**src/rtl/raddr_arbiter_pkg.sv**
```systemverilog
// Shared definitions for the AXI address-channel arbiters: FSM encodings,
// channel field widths and the per-requester outstanding-count helper.
package raddr_arbiter_pkg;

    localparam int ADDR_W  = 64;
    localparam int ARLEN_W = 8;
    localparam int CNT_W   = 4;

    // One-hot so a stray encoding is obvious on the debug port.
    typedef enum logic [1:0] {
        ST_IDLE = 2'h1,
        ST_SEND = 2'h2
    } state_t;

    // Same-index issue and completion in one cycle cancel out.
    function automatic logic [CNT_W-1:0] cnt_step(
        input logic [CNT_W-1:0] cnt,
        input logic             inc,
        input logic             dec
    );
        logic [CNT_W-1:0] res;
        res = cnt;
        if (inc && !dec) res = cnt + CNT_W'(1);
        if (dec && !inc) res = cnt - CNT_W'(1);
        return res;
    endfunction

endpackage

```
**src/rtl/raddr_arbiter_if.sv**
```systemverilog
// Requester-side AR bundle plus the shell-side AXI AR channel and R-channel
// snoop, grouped so the arbiter and its environment share one declaration.
interface raddr_arbiter_if
    import raddr_arbiter_pkg::*;
#(
    parameter int NREQ = 4,
    parameter int ID_W = 2
);

    logic [NREQ*ADDR_W-1:0]  req_araddr;
    logic [NREQ*ARLEN_W-1:0] req_arlen;
    logic [NREQ-1:0]         req_arvalid;
    logic [NREQ-1:0]         req_arready;

    logic [ADDR_W-1:0]       m_axi_araddr;
    logic [ARLEN_W-1:0]      m_axi_arlen;
    logic [ID_W-1:0]         m_axi_arid;
    logic                    m_axi_arvalid;
    logic                    m_axi_arready;

    logic                    m_axi_rvalid;
    logic                    m_axi_rready;
    logic                    m_axi_rlast;
    logic [ID_W-1:0]         m_axi_rid;

    // Handshake: a transfer completes in any cycle where valid and ready are
    // both high at the rising clock edge. valid never waits on ready; ready may
    // depend on valid (req_arready does), and a raised m_axi_arvalid with its
    // payload is held until m_axi_arready is seen.
    modport master (
        input  req_araddr, req_arlen, req_arvalid,
        output req_arready,
        output m_axi_araddr, m_axi_arlen, m_axi_arid, m_axi_arvalid,
        input  m_axi_arready,
        input  m_axi_rvalid, m_axi_rready, m_axi_rlast, m_axi_rid
    );

    modport slave (
        output req_araddr, req_arlen, req_arvalid,
        input  req_arready,
        input  m_axi_araddr, m_axi_arlen, m_axi_arid, m_axi_arvalid,
        output m_axi_arready,
        output m_axi_rvalid, m_axi_rready, m_axi_rlast, m_axi_rid
    );

endinterface

```
**src/rtl/raddr_arbiter_rr_pick.sv**
```systemverilog
// Combinational round-robin picker: the first eligible requester after
// last_grant, wrapping modulo NREQ.
module rr_pick
    import raddr_arbiter_pkg::*;
#(
    parameter int NREQ  = 4,
    parameter int IDX_W = 2
) (
    input  logic [NREQ-1:0]  elig,
    input  logic [IDX_W-1:0] last_grant,
    output logic [NREQ-1:0]  grant_oh,
    output logic [IDX_W-1:0] grant_idx,
    output logic             any
);

    int               pos;
    logic [IDX_W-1:0] pos_idx;

    always_comb begin
        grant_oh  = '0;
        grant_idx = '0;
        any       = 1'b0;
        pos       = 0;
        pos_idx   = '0;
        for (int k = 1; k <= NREQ; k++) begin
            pos = int'(last_grant) + k;
            if (pos >= NREQ) pos = pos - NREQ;
            pos_idx = IDX_W'(pos);
            if (!any && elig[pos_idx]) begin
                any               = 1'b1;
                grant_oh[pos_idx] = 1'b1;
                grant_idx         = pos_idx;
            end
        end
    end

endmodule

```
**src/rtl/raddr_arbiter.sv**
```systemverilog
// Round-robin arbiter sharing one AXI4 AR channel among NREQ read engines,
// tagging bursts with the requester index and throttling on open-burst count.
module raddr_arbiter
    import raddr_arbiter_pkg::*;
#(
    parameter int NREQ      = 4,
    parameter int ID_W      = 2,
    parameter int MAX_OUTST = 8
) (
    input  logic                  clk,
    input  logic                  rst_n,
    raddr_arbiter_if.master       bus,
    output logic                  busy,
    output logic                  err_underflow,
    output state_t                dbg_state,
    output logic [NREQ*CNT_W-1:0] dbg_outst
);

    state_t             state_q, state_d;
    logic [ADDR_W-1:0]  araddr_q;
    logic [ARLEN_W-1:0] arlen_q;
    logic [ID_W-1:0]    arid_q;
    logic [ID_W-1:0]    last_grant_q;
    logic [CNT_W-1:0]   outst_q [NREQ];
    logic               err_q;

    logic [NREQ-1:0]    elig;
    logic [NREQ-1:0]    grant_oh;
    logic [ID_W-1:0]    grant_idx;
    logic               grant_any;
    logic               grant_fire;
    logic               ar_fire;
    logic               r_done;
    logic [NREQ-1:0]    inc_vec;
    logic [NREQ-1:0]    dec_vec;
    logic               underflow;
    logic               any_open;
    logic [ADDR_W-1:0]  sel_addr;
    logic [ARLEN_W-1:0] sel_len;

    // Eligibility looks at the registered count, so a freed slot is usable
    // the cycle after the completing rlast beat.
    always_comb begin
        elig = '0;
        for (int i = 0; i < NREQ; i++) begin
            elig[i] = bus.req_arvalid[i] && (outst_q[i] < CNT_W'(MAX_OUTST));
        end
    end

    rr_pick #(
        .NREQ  (NREQ),
        .IDX_W (ID_W)
    ) u_rr_pick (
        .elig       (elig),
        .last_grant (last_grant_q),
        .grant_oh   (grant_oh),
        .grant_idx  (grant_idx),
        .any        (grant_any)
    );

    always_comb begin
        sel_addr = '0;
        sel_len  = '0;
        for (int i = 0; i < NREQ; i++) begin
            if (grant_oh[i]) begin
                sel_addr = bus.req_araddr[i*ADDR_W +: ADDR_W];
                sel_len  = bus.req_arlen[i*ARLEN_W +: ARLEN_W];
            end
        end
    end

    always_comb begin
        state_d    = state_q;
        grant_fire = 1'b0;
        ar_fire    = 1'b0;
        unique case (state_q)
            ST_IDLE: begin
                if (grant_any) begin
                    grant_fire = 1'b1;
                    state_d    = ST_SEND;
                end
            end
            ST_SEND: begin
                if (bus.m_axi_arready) begin
                    ar_fire = 1'b1;
                    state_d = ST_IDLE;
                end
            end
            default: state_d = ST_IDLE;
        endcase
    end

    always_ff @(posedge clk or negedge rst_n) begin
        if (!rst_n) begin
            state_q      <= ST_IDLE;
            araddr_q     <= '0;
            arlen_q      <= '0;
            arid_q       <= '0;
            last_grant_q <= ID_W'(NREQ - 1);
        end else begin
            state_q <= state_d;
            if (grant_fire) begin
                araddr_q <= sel_addr;
                arlen_q  <= sel_len;
                arid_q   <= grant_idx;
            end
            if (ar_fire) last_grant_q <= arid_q;
        end
    end

    // A completion for an empty counter or an out-of-range rid matches no
    // dec_vec bit and is flagged instead of applied.
    assign r_done = bus.m_axi_rvalid && bus.m_axi_rready && bus.m_axi_rlast;

    always_comb begin
        inc_vec   = '0;
        dec_vec   = '0;
        any_open  = 1'b0;
        dbg_outst = '0;
        for (int i = 0; i < NREQ; i++) begin
            inc_vec[i] = ar_fire && (arid_q == ID_W'(i));
            dec_vec[i] = r_done && (bus.m_axi_rid == ID_W'(i)) && (outst_q[i] != '0);
            any_open   = any_open || (outst_q[i] != '0);
            dbg_outst[i*CNT_W +: CNT_W] = outst_q[i];
        end
        underflow = r_done && (dec_vec == '0);
    end

    always_ff @(posedge clk or negedge rst_n) begin
        if (!rst_n) begin
            for (int i = 0; i < NREQ; i++) outst_q[i] <= '0;
            err_q <= 1'b0;
        end else begin
            for (int i = 0; i < NREQ; i++) begin
                outst_q[i] <= cnt_step(outst_q[i], inc_vec[i], dec_vec[i]);
            end
            if (underflow) err_q <= 1'b1;
        end
    end

    assign bus.req_arready   = grant_fire ? grant_oh : '0;
    assign bus.m_axi_arvalid = (state_q == ST_SEND);
    assign bus.m_axi_araddr  = araddr_q;
    assign bus.m_axi_arlen   = arlen_q;
    assign bus.m_axi_arid    = arid_q;
    assign busy              = (state_q != ST_IDLE) || any_open;
    assign err_underflow     = err_q;
    assign dbg_state         = state_q;

endmodule

```
**src/flat_wrapper.sv**
```systemverilog
// flat-port wrapper written by rule: the top's interface ports become plain ports
module raddr_arbiter_flat import raddr_arbiter_pkg::*;
#(
    parameter int NREQ      = 4,
    parameter int ID_W      = 2,
    parameter int MAX_OUTST = 8
)
  (clk, rst_n, busy, err_underflow, dbg_state, dbg_outst, bus_req_araddr, bus_req_arlen, bus_req_arvalid, bus_req_arready, bus_m_axi_araddr, bus_m_axi_arlen, bus_m_axi_arid, bus_m_axi_arvalid, bus_m_axi_arready, bus_m_axi_rvalid, bus_m_axi_rready, bus_m_axi_rlast, bus_m_axi_rid);
  raddr_arbiter_if #(.NREQ(NREQ), .ID_W(ID_W)) bus_i ();
  input  logic clk;
  input  logic rst_n;
  output logic busy;
  output logic err_underflow;
  output state_t dbg_state;
  output logic [NREQ*CNT_W-1:0] dbg_outst;
  input wire logic [$bits(bus_i.req_araddr)-1:0] bus_req_araddr;
  input wire logic [$bits(bus_i.req_arlen)-1:0] bus_req_arlen;
  input wire logic [$bits(bus_i.req_arvalid)-1:0] bus_req_arvalid;
  output wire logic [$bits(bus_i.req_arready)-1:0] bus_req_arready;
  output wire logic [$bits(bus_i.m_axi_araddr)-1:0] bus_m_axi_araddr;
  output wire logic [$bits(bus_i.m_axi_arlen)-1:0] bus_m_axi_arlen;
  output wire logic [$bits(bus_i.m_axi_arid)-1:0] bus_m_axi_arid;
  output wire logic [$bits(bus_i.m_axi_arvalid)-1:0] bus_m_axi_arvalid;
  input wire logic [$bits(bus_i.m_axi_arready)-1:0] bus_m_axi_arready;
  input wire logic [$bits(bus_i.m_axi_rvalid)-1:0] bus_m_axi_rvalid;
  input wire logic [$bits(bus_i.m_axi_rready)-1:0] bus_m_axi_rready;
  input wire logic [$bits(bus_i.m_axi_rlast)-1:0] bus_m_axi_rlast;
  input wire logic [$bits(bus_i.m_axi_rid)-1:0] bus_m_axi_rid;
  assign bus_i.req_araddr = bus_req_araddr;
  assign bus_i.req_arlen = bus_req_arlen;
  assign bus_i.req_arvalid = bus_req_arvalid;
  assign bus_req_arready = bus_i.req_arready;
  assign bus_m_axi_araddr = bus_i.m_axi_araddr;
  assign bus_m_axi_arlen = bus_i.m_axi_arlen;
  assign bus_m_axi_arid = bus_i.m_axi_arid;
  assign bus_m_axi_arvalid = bus_i.m_axi_arvalid;
  assign bus_i.m_axi_arready = bus_m_axi_arready;
  assign bus_i.m_axi_rvalid = bus_m_axi_rvalid;
  assign bus_i.m_axi_rready = bus_m_axi_rready;
  assign bus_i.m_axi_rlast = bus_m_axi_rlast;
  assign bus_i.m_axi_rid = bus_m_axi_rid;
  raddr_arbiter #(.NREQ(NREQ), .ID_W(ID_W), .MAX_OUTST(MAX_OUTST)) u_core (.clk(clk), .rst_n(rst_n), .bus(bus_i), .busy(busy), .err_underflow(err_underflow), .dbg_state(dbg_state), .dbg_outst(dbg_outst));
endmodule
```
**config.mk**
```make
export PLATFORM = sky130hd
export DESIGN_NAME = raddr_arbiter_flat
export DESIGN_NICKNAME = d
export VERILOG_FILES = /design/src/rtl/raddr_arbiter_pkg.sv /design/src/rtl/raddr_arbiter_if.sv /design/src/rtl/raddr_arbiter_rr_pick.sv /design/src/rtl/raddr_arbiter.sv /design/src/flat_wrapper.sv
export SDC_FILE = /design/constraint.sdc
export NUM_CORES = 1
export LEC_CHECK = 0
export CORE_AREA = 2 2 156 158
export CTS_CLUSTER_SIZE = 25
export DETAILED_ROUTE_END_ITERATION = 10
export DIE_AREA = 0 0 158 160
export PLACE_DENSITY = 0.7
export SYNTH_ARGS = -nofsm -noshare
export SYNTH_HDL_FRONTEND = slang
export SYNTH_SLANG_ARGS = --single-unit
```
**constraint.sdc**
```tcl
create_clock -name clk -period 4.55 [get_ports clk]
set_input_delay 1.365 -clock clk [delete_from_list [all_inputs] [get_ports clk]]
set_output_delay 1.365 -clock clk [all_outputs]
set_load 0.05 [all_outputs]
```
==> results of run 1 <==
[final cells by class]
| type | count | area share [%] |
|---|---|---|
| antenna | 3 | 0.0618 |
| clock buffer | 10 | 1.97 |
| clock inverter | 6 | 0.463 |
| inverter | 88 | 2.72 |
| multi-input combinational | 670 | 36.6 |
| sequential | 95 | 19.6 |
| tap | 324 | 3.34 |
| timing repair buffer | 431 | 35.3 |
[through the flow]
step	std cells	setup WS, ns	utilization [%]
5_1_grt	1627	0.00430	51.0
3_5_place_dp	1607	-0.218	49.5
4_1_cts	1624	0.0636	50.9
3_3_place_gp	1607	-0.195	49.5
6_report	1627	0.0701	51.0
2_1_floorplan	942	-0.128	-
[sequential cells by signal, indices dropped and copies added (netlist names)]
name	count
u_core.last_grant_q	2
u_core.dbg_state	2
u_core.bus.m_axi_arid	2
u_core.bus.m_axi_arlen	8
u_core.dbg_outst	16
u_core.bus.m_axi_araddr	64
u_core.err_underflow	1
[how the worst max path moves through the flow]
stage	start	endpoint	slack, ns
6_report	bus_req_arvalid[3]	bus_req_arready[1]	0.07
5_1_grt	bus_req_arvalid[2]	bus_req_arready[1]	0.004
4_1_cts	bus_req_arvalid[3]	bus_req_arready[1]	0.06
3_5_place_dp	bus_req_arvalid[2]	bus_req_arready[1]	-0.22
3_3_place_gp	bus_req_arvalid[2]	bus_req_arready[1]	-0.19
2_1_floorplan	bus_req_arvalid[1]	bus_req_arready[2]	-0.13
[worst reg2reg max path: stages, from the launching register on]
cell       delay, ns
dfstp_2         0.68
inv_1           0.18
ha_1            0.45
nand4bb_1       0.18
o22ai_1         0.10
nor3_2          0.23
buf_4           0.15
nor2_1          0.06
a221oi_4        0.31
buf_4           0.71
o31ai_1         0.39
a211o_1         0.33
[power by group through the flow]
stage	clock (mW)	sequential, mW	combinational (mW)
after CTS	0.821	1.51	6.58
after floorplan	0	2.64	3.21
after detailed placement	0	1.52	6.53
final	0.804	1.51	6.57
after global placement	0	1.51	6.45
after global routing	0.850	1.57	7.03
[layer usage]
metal	track usage, %	vias up	part of all wire (%)
met5	0	-	0
met4	10.6	0	3.7
met3	5.70	65	8.1
met2	39.7	375	48
met1	29.7	4100	41
li1	-	4091	-
[logic make-up after synthesis]
family	count (synthesis)
compound gates	325
simple gates	298
buf+inv	177
flops	95
fa+ha+maj	23
xor+xnor	16
mux	8
[repair_timing]
item | in CTS | in global routing
resized for setup | 17 | 3
cloned | 0 | 0
pin swaps | 5 | 1
setup buffers | 1 | 0
endpoints found under the setup margin | 4 | 3
hold buffers | 0 | 0
[cell usage in the layout, fill, tap and decap left out, drive strengths merged, types with 5 or more instances in the layout]
cell,instances
a21oi,7
dfrtp,92
xor2,8
xnor2,8
clkdlybuf4s50,389
a211o,72
buf,38
clkbuf,10
nor4,5
ha,19
nor2b,6
inv,93
o21ai,153
nor4b,73
nand2,167
o31ai,73
nor2,16
nor3,8
==> out/metrics.csv, run 1 <==
metric,value,unit
final worst path period share,98.5,%
multi-input logic area,4450,um2
row cnt,57,
outcome,finished clean,
Seq cells post-synth,95,
final instance area,12100,um2
Clock power frac,9.1,%
Max IR drop VDD,0.919,mV
worst path cell trace,"dlygate4sd2_1, nor2b_4, mux4_2, nand2_2, o211ai_1, or2_4, and2_4, buf_12",
simple-gate portion of the synthesized area,21.4,%
worst-margin pin slew,0.983,ns
DR iter-0 viols,615,
Post-DRT Antenna Nets,0,
"EDFF count, synth",0,
synthesized area,7460,um2
fin. max-slew vios,0,
cts bufs inserted,9,
die height,160,um
Worst setup SP type,input pin,
worst reg-to-reg path cell count,11,
Worst Skew,0.0153,ns
register area share after synthesis,31.9,%
clock sinks,95,
Top Ports,399,
core area,23800,um2
sequential cell area,2380,um2
switching power,5.03,mW
most common cell in the netlist,nand2_1,
area fraction in compound gates after synthesis,28.9,%
Initial Util,31.3,%
initial antenna violation count,3,
GP Congestion,0.851,
Max Fanout on Critical Path,5,
Buf/Inv on CP,2,
DR vias,8631,
"Max stage delay cell, worst path",mux4_2,
Synth Warn #,0,
fin crit period,4.48,ns
post-synth top area cell,dfrtp_1,
largest net degree at the start of global routing,81,
Final nets,1618,
residual DRC count,0,
ratio of cells with drive above 1 in the final layout,6.62,%
CP endpoint kind,output pin,
Slew Limit Headroom,34.5,%
worst hold path type,reg -> reg,
"top cells by count, synth","nand2_1, o21ai_0, dfrtp_1, inv_1",
logic gate share of total power,73.9,%
fmax,223,MHz
PortBufs,398,
Vias/cell,5.30,
Worst Hold End,u_core.err_underflow,
hold_sp,u_core.err_underflow,
cells after synthesis,942,
DR WL/cell,19.3,um
Post-Route Hold Slack,0.486,ns
mux cell area share after synthesis,1.76,%
CP arrival,3.11,ns
Internal,3.85,mW
"Top FF cell, synth",dfrtp_1,
Mapped Nets,1265,
drt total wl,31300,um
Mean Syn Cell Area,7.92,um2
Pleak,5.33,nW
r2r endpoint,u_core.bus.m_axi_araddr[58],
Reg power frac,17.0,%
Max clock buf depth,2,
clock tree from TritonCTS,yes,
Total GRT Usage,24.0,%
reg2reg setup slack,0.68,ns
Top Family by Delay on Critical Path,simple AND/OR/NAND/NOR gates,
Die Area,25300,um2
Crit path largest cell delay,0.55,ns
post-synth cell types,49,
required time of the critical path,3.18,ns
Root Buffer,clkbuf_16,
XOR/XNOR share of the synthesized area,1.88,%
Switching Share,56.6,%
grt total ovfl,0,
"CTS clk-pin slew, worst paths",0.08,ns
Max Cap Viol,0,
final setup fails,0,
number of global-route vias before repair,8543,
pwr/cell area,731,nW/um2
Tot Pwr,8.88,mW
global-route wire length before repair,47500,um
worst r2r src,u_core.last_grant_q[1],
Crit path depth,8,
Setup Total Neg Slack,0,ns
layout filler cell count,2346,
Die Width,158,um
WHS Path Cells,1,
RSZ-0062 raised after global routing,false,
Critical Setup Path Class,in -> out,
Async SR Flop Fraction,100,%
CTS H-Tree Depth,3,
largest family of logic cells by synthesized area,compound AO/OA/AOI/OAI gates,
Post-DP Area,11800,um2
Yosys top cell area share,30.9,%
DP Wirelength,21700,um
largest cells by area after synthesis,"dfrtp_1, o21ai_0, nor4b_1",
endpoints failing hold,0,
Clock Latency Late Sink,0.36,ns
Adder-Cell Fraction of Synth Area,4.26,%
DR pass1 iterations,7,
synth-to-layout area growth,62.9,%
Power figures use the tool's default switching activity.
==> inputs of run 2 (changes only) <==
--- a/config.mk
+++ b/config.mk
@@ -5,11 +5,11 @@
 export SDC_FILE = /design/constraint.sdc
 export NUM_CORES = 1
 export LEC_CHECK = 0
-export CORE_AREA = 2 2 156 158
+export CORE_MARGIN = 10
+export CORE_UTILIZATION = 36
 export CTS_CLUSTER_SIZE = 25
 export DETAILED_ROUTE_END_ITERATION = 10
-export DIE_AREA = 0 0 158 160
-export PLACE_DENSITY = 0.7
+export PLACE_DENSITY = 0.78
 export SYNTH_ARGS = -nofsm -noshare
 export SYNTH_HDL_FRONTEND = slang
 export SYNTH_SLANG_ARGS = --single-unit
==> out/metrics.csv, run 2 (same netlist as run 1, synthesis figures left out) <==
metric,value,unit,change
endpoints failing hold,0,,unchanged
Vias/cell,5.49,,was 5.30
Internal,3.97,mW,was 3.85 mW
pwr/cell area,741,nW/um2,was 731 nW/um2
die height,164,um,was 160 um
worst hold path type,reg -> reg,,unchanged
Max Cap Viol,0,,unchanged
global-route wire length before repair,51100,um,was 47500 um
drt total wl,34000,um,was 31300 um
Root Buffer,clkbuf_16,,unchanged
reg2reg setup slack,0.61,ns,was 0.68 ns
clock tree from TritonCTS,yes,,unchanged
DP Wirelength,24500,um,was 21700 um
clock sinks,95,,unchanged
Max IR drop VDD,0.719,mV,was 0.919 mV
Clock power frac,9.7,%,was 9.1%
residual DRC count,0,,unchanged
Die Width,164,um,was 158 um
Pleak,5.35,nW,was 5.33 nW
outcome,finished clean,,unchanged
synth-to-layout area growth,62.6,%,was 62.9%
hold_sp,u_core.err_underflow,,unchanged
Final nets,1621,,was 1618
DR WL/cell,21.6,um,was 19.3 um
Slew Limit Headroom,34.4,%,was 34.5%
logic gate share of total power,73.5,%,was 73.9%
required time of the critical path,3.18,ns,about the same
DR vias,8658,,was 8631
DR pass1 iterations,5,,was 7
Setup Total Neg Slack,0,ns,unchanged
Max Fanout on Critical Path,6,,was 5
GP Congestion,0.863,,was 0.851
Top Ports,399,,unchanged
Total GRT Usage,23.9,%,was 24.0%
fin crit period,4.49,ns,was 4.48 ns
layout filler cell count,1788,,was 2346
Critical Setup Path Class,in -> out,,unchanged
max FFs per register,64,,unchanged
Reg power frac,16.8,%,was 17.0%
multi-input logic area,4430,um2,was 4450 um2
Clock Latency Late Sink,0.35,ns,was 0.36 ns
switching power,5.02,mW,was 5.03 mW
CP arrival,3.13,ns,was 3.11 ns
RSZ-0062 raised after global routing,false,,unchanged
worst slack at placement,-0.211,ns,was -0.218 ns
"commonest cells after routing, fill and taps aside","clkdlybuf4s50_1, nand2_1, o21ai_0",,unchanged
Initial Util,36.7,%,was 31.3%
worst-margin pin slew,0.984,ns,was 0.983 ns
"CTS clk-pin slew, worst paths",0.08,ns,about the same
Switching Share,55.8,%,was 56.6%
Worst setup SP type,input pin,,unchanged
Worst Skew,0.0152,ns,was 0.0153 ns
worst r2r src,u_core.last_grant_q[1],,unchanged
initial antenna violation count,2,,was 3
core area,20300,um2,was 23800 um2
row cnt,52,,was 57
PortBufs,398,,unchanged
setup ws final,0.0562,ns,was 0.0701 ns
sequential cell area,2380,um2,unchanged
grt total ovfl,0,,unchanged
Max clock buf depth,2,,unchanged
fin. max-slew vios,0,,unchanged
DR iter-0 viols,681,,was 615
cts bufs inserted,9,,unchanged
Die Area,26900,um2,was 25300 um2
Worst setup startpoint,bus_req_arvalid[0],,was bus_req_arvalid[3]
fmax,223,MHz,about the same
final setup fails,0,,unchanged
CTS H-Tree Depth,3,,unchanged
Post-DRT Antenna Nets,0,,unchanged
final worst path period share,98.8,%,was 98.5%
"commonest non-fill, non-tap cell in the layout",clkdlybuf4s50_1,,unchanged
largest net degree at the start of global routing,87,,was 81
CP endpoint kind,output pin,,unchanged
ratio of cells with drive above 1 in the final layout,6.60,%,was 6.62%
number of global-route vias before repair,8605,,was 8543
==> run 2: changes by cell type in the layout (fill, tap and decap cells not counted), sizes merged <==
cell and change:
clkinv +1, buf +3, clkdlybuf4s15 +1, inv -3, bufinv +2, dlygate4sd2 -1
==> run 2: layer usage <==
metal,up-vias,part of all wire [%],track usage (%)
met5,-,0.038,0
met4,2,2.0,6.66
met3,49,9.9,6.93
met2,435,50,40.7
met1,4087,38,28.7
li1,4085,-,-
==> run 2: final cells by class <==
cell class / count / area share (%)
diodes: 3 / 0.0619
well taps: 270 / 2.79
multi-input cells: 670 / 36.6
clock buffers: 10 / 1.97
repair buffers: 434 / 35.5
flip-flops and latches: 95 / 19.6
inverters: 88 / 2.72
clock inverters: 6 / 0.743
==> run 2: metrics by stage <==
step	cells	hold slack, ns	total power [mW]	util [%]	cell area, um2
2_1_floorplan	942	0.776	5.84	-	7470
3_3_place_gp	1555	0.485	7.99	57.8	11700
3_5_place_dp	1555	0.487	8.07	57.8	11700
4_1_cts	1573	0.509	9.01	59.7	12100
5_1_grt	1574	0.516	9.53	59.7	12100
6_report	1576	0.506	8.99	59.7	12100
==> run 2: final timing paths <==
kind | to | depth (start not counted)
max in group asynchronous | u_core.dbg_state[0] | 2
min in group asynchronous | u_core.dbg_outst[1] | 1
worst max register to register | u_core.bus.m_axi_araddr[60] | 11
worst max-delay path | bus_req_arready[1] | 8
worst min register to register | u_core.err_underflow | 1
worst min-delay path | u_core.err_underflow | 1
==> run 2: repair_timing <==
item,in CTS,in global routing
cloned,0,0
endpoints found under the setup margin,4,1
pin swaps,6,2
gates resized for setup,18,2
setup buffers,2,0
hold buffers,0,0
==> run 2: worst max-delay path: stages <==
cell and delay (ns):
dlygate4sd2_1 0.26, nor2b_4 0.15, mux4_2 0.56, nand2_2 0.10, o211ai_1 0.12, or2_4 0.26, and2_4 0.16, buf_12 0.14
==> run 2: power by group through the flow <==
stage          logic (mW)  registers [mW]  clock network, mW
2_1_floorplan        3.21            2.64                  0
3_3_place_gp         6.48            1.50                  0
3_5_place_dp         6.55            1.51                  0
4_1_cts              6.61            1.51              0.892
5_1_grt              7.05            1.56              0.914
6_report             6.60            1.51              0.875
==> inputs of run 3 (changes only) <==
--- a/config.mk
+++ b/config.mk
@@ -9,7 +9,9 @@
 export CORE_UTILIZATION = 36
 export CTS_CLUSTER_SIZE = 25
 export DETAILED_ROUTE_END_ITERATION = 10
+export GPL_ROUTABILITY_DRIVEN = 0
 export PLACE_DENSITY = 0.78
+export SLEW_MARGIN = 15
 export SYNTH_ARGS = -nofsm -noshare
 export SYNTH_HDL_FRONTEND = slang
 export SYNTH_SLANG_ARGS = --single-unit
==> results of run 3 <==
Same layout as run 2: the final DEF is identical, and so are final timing and power.
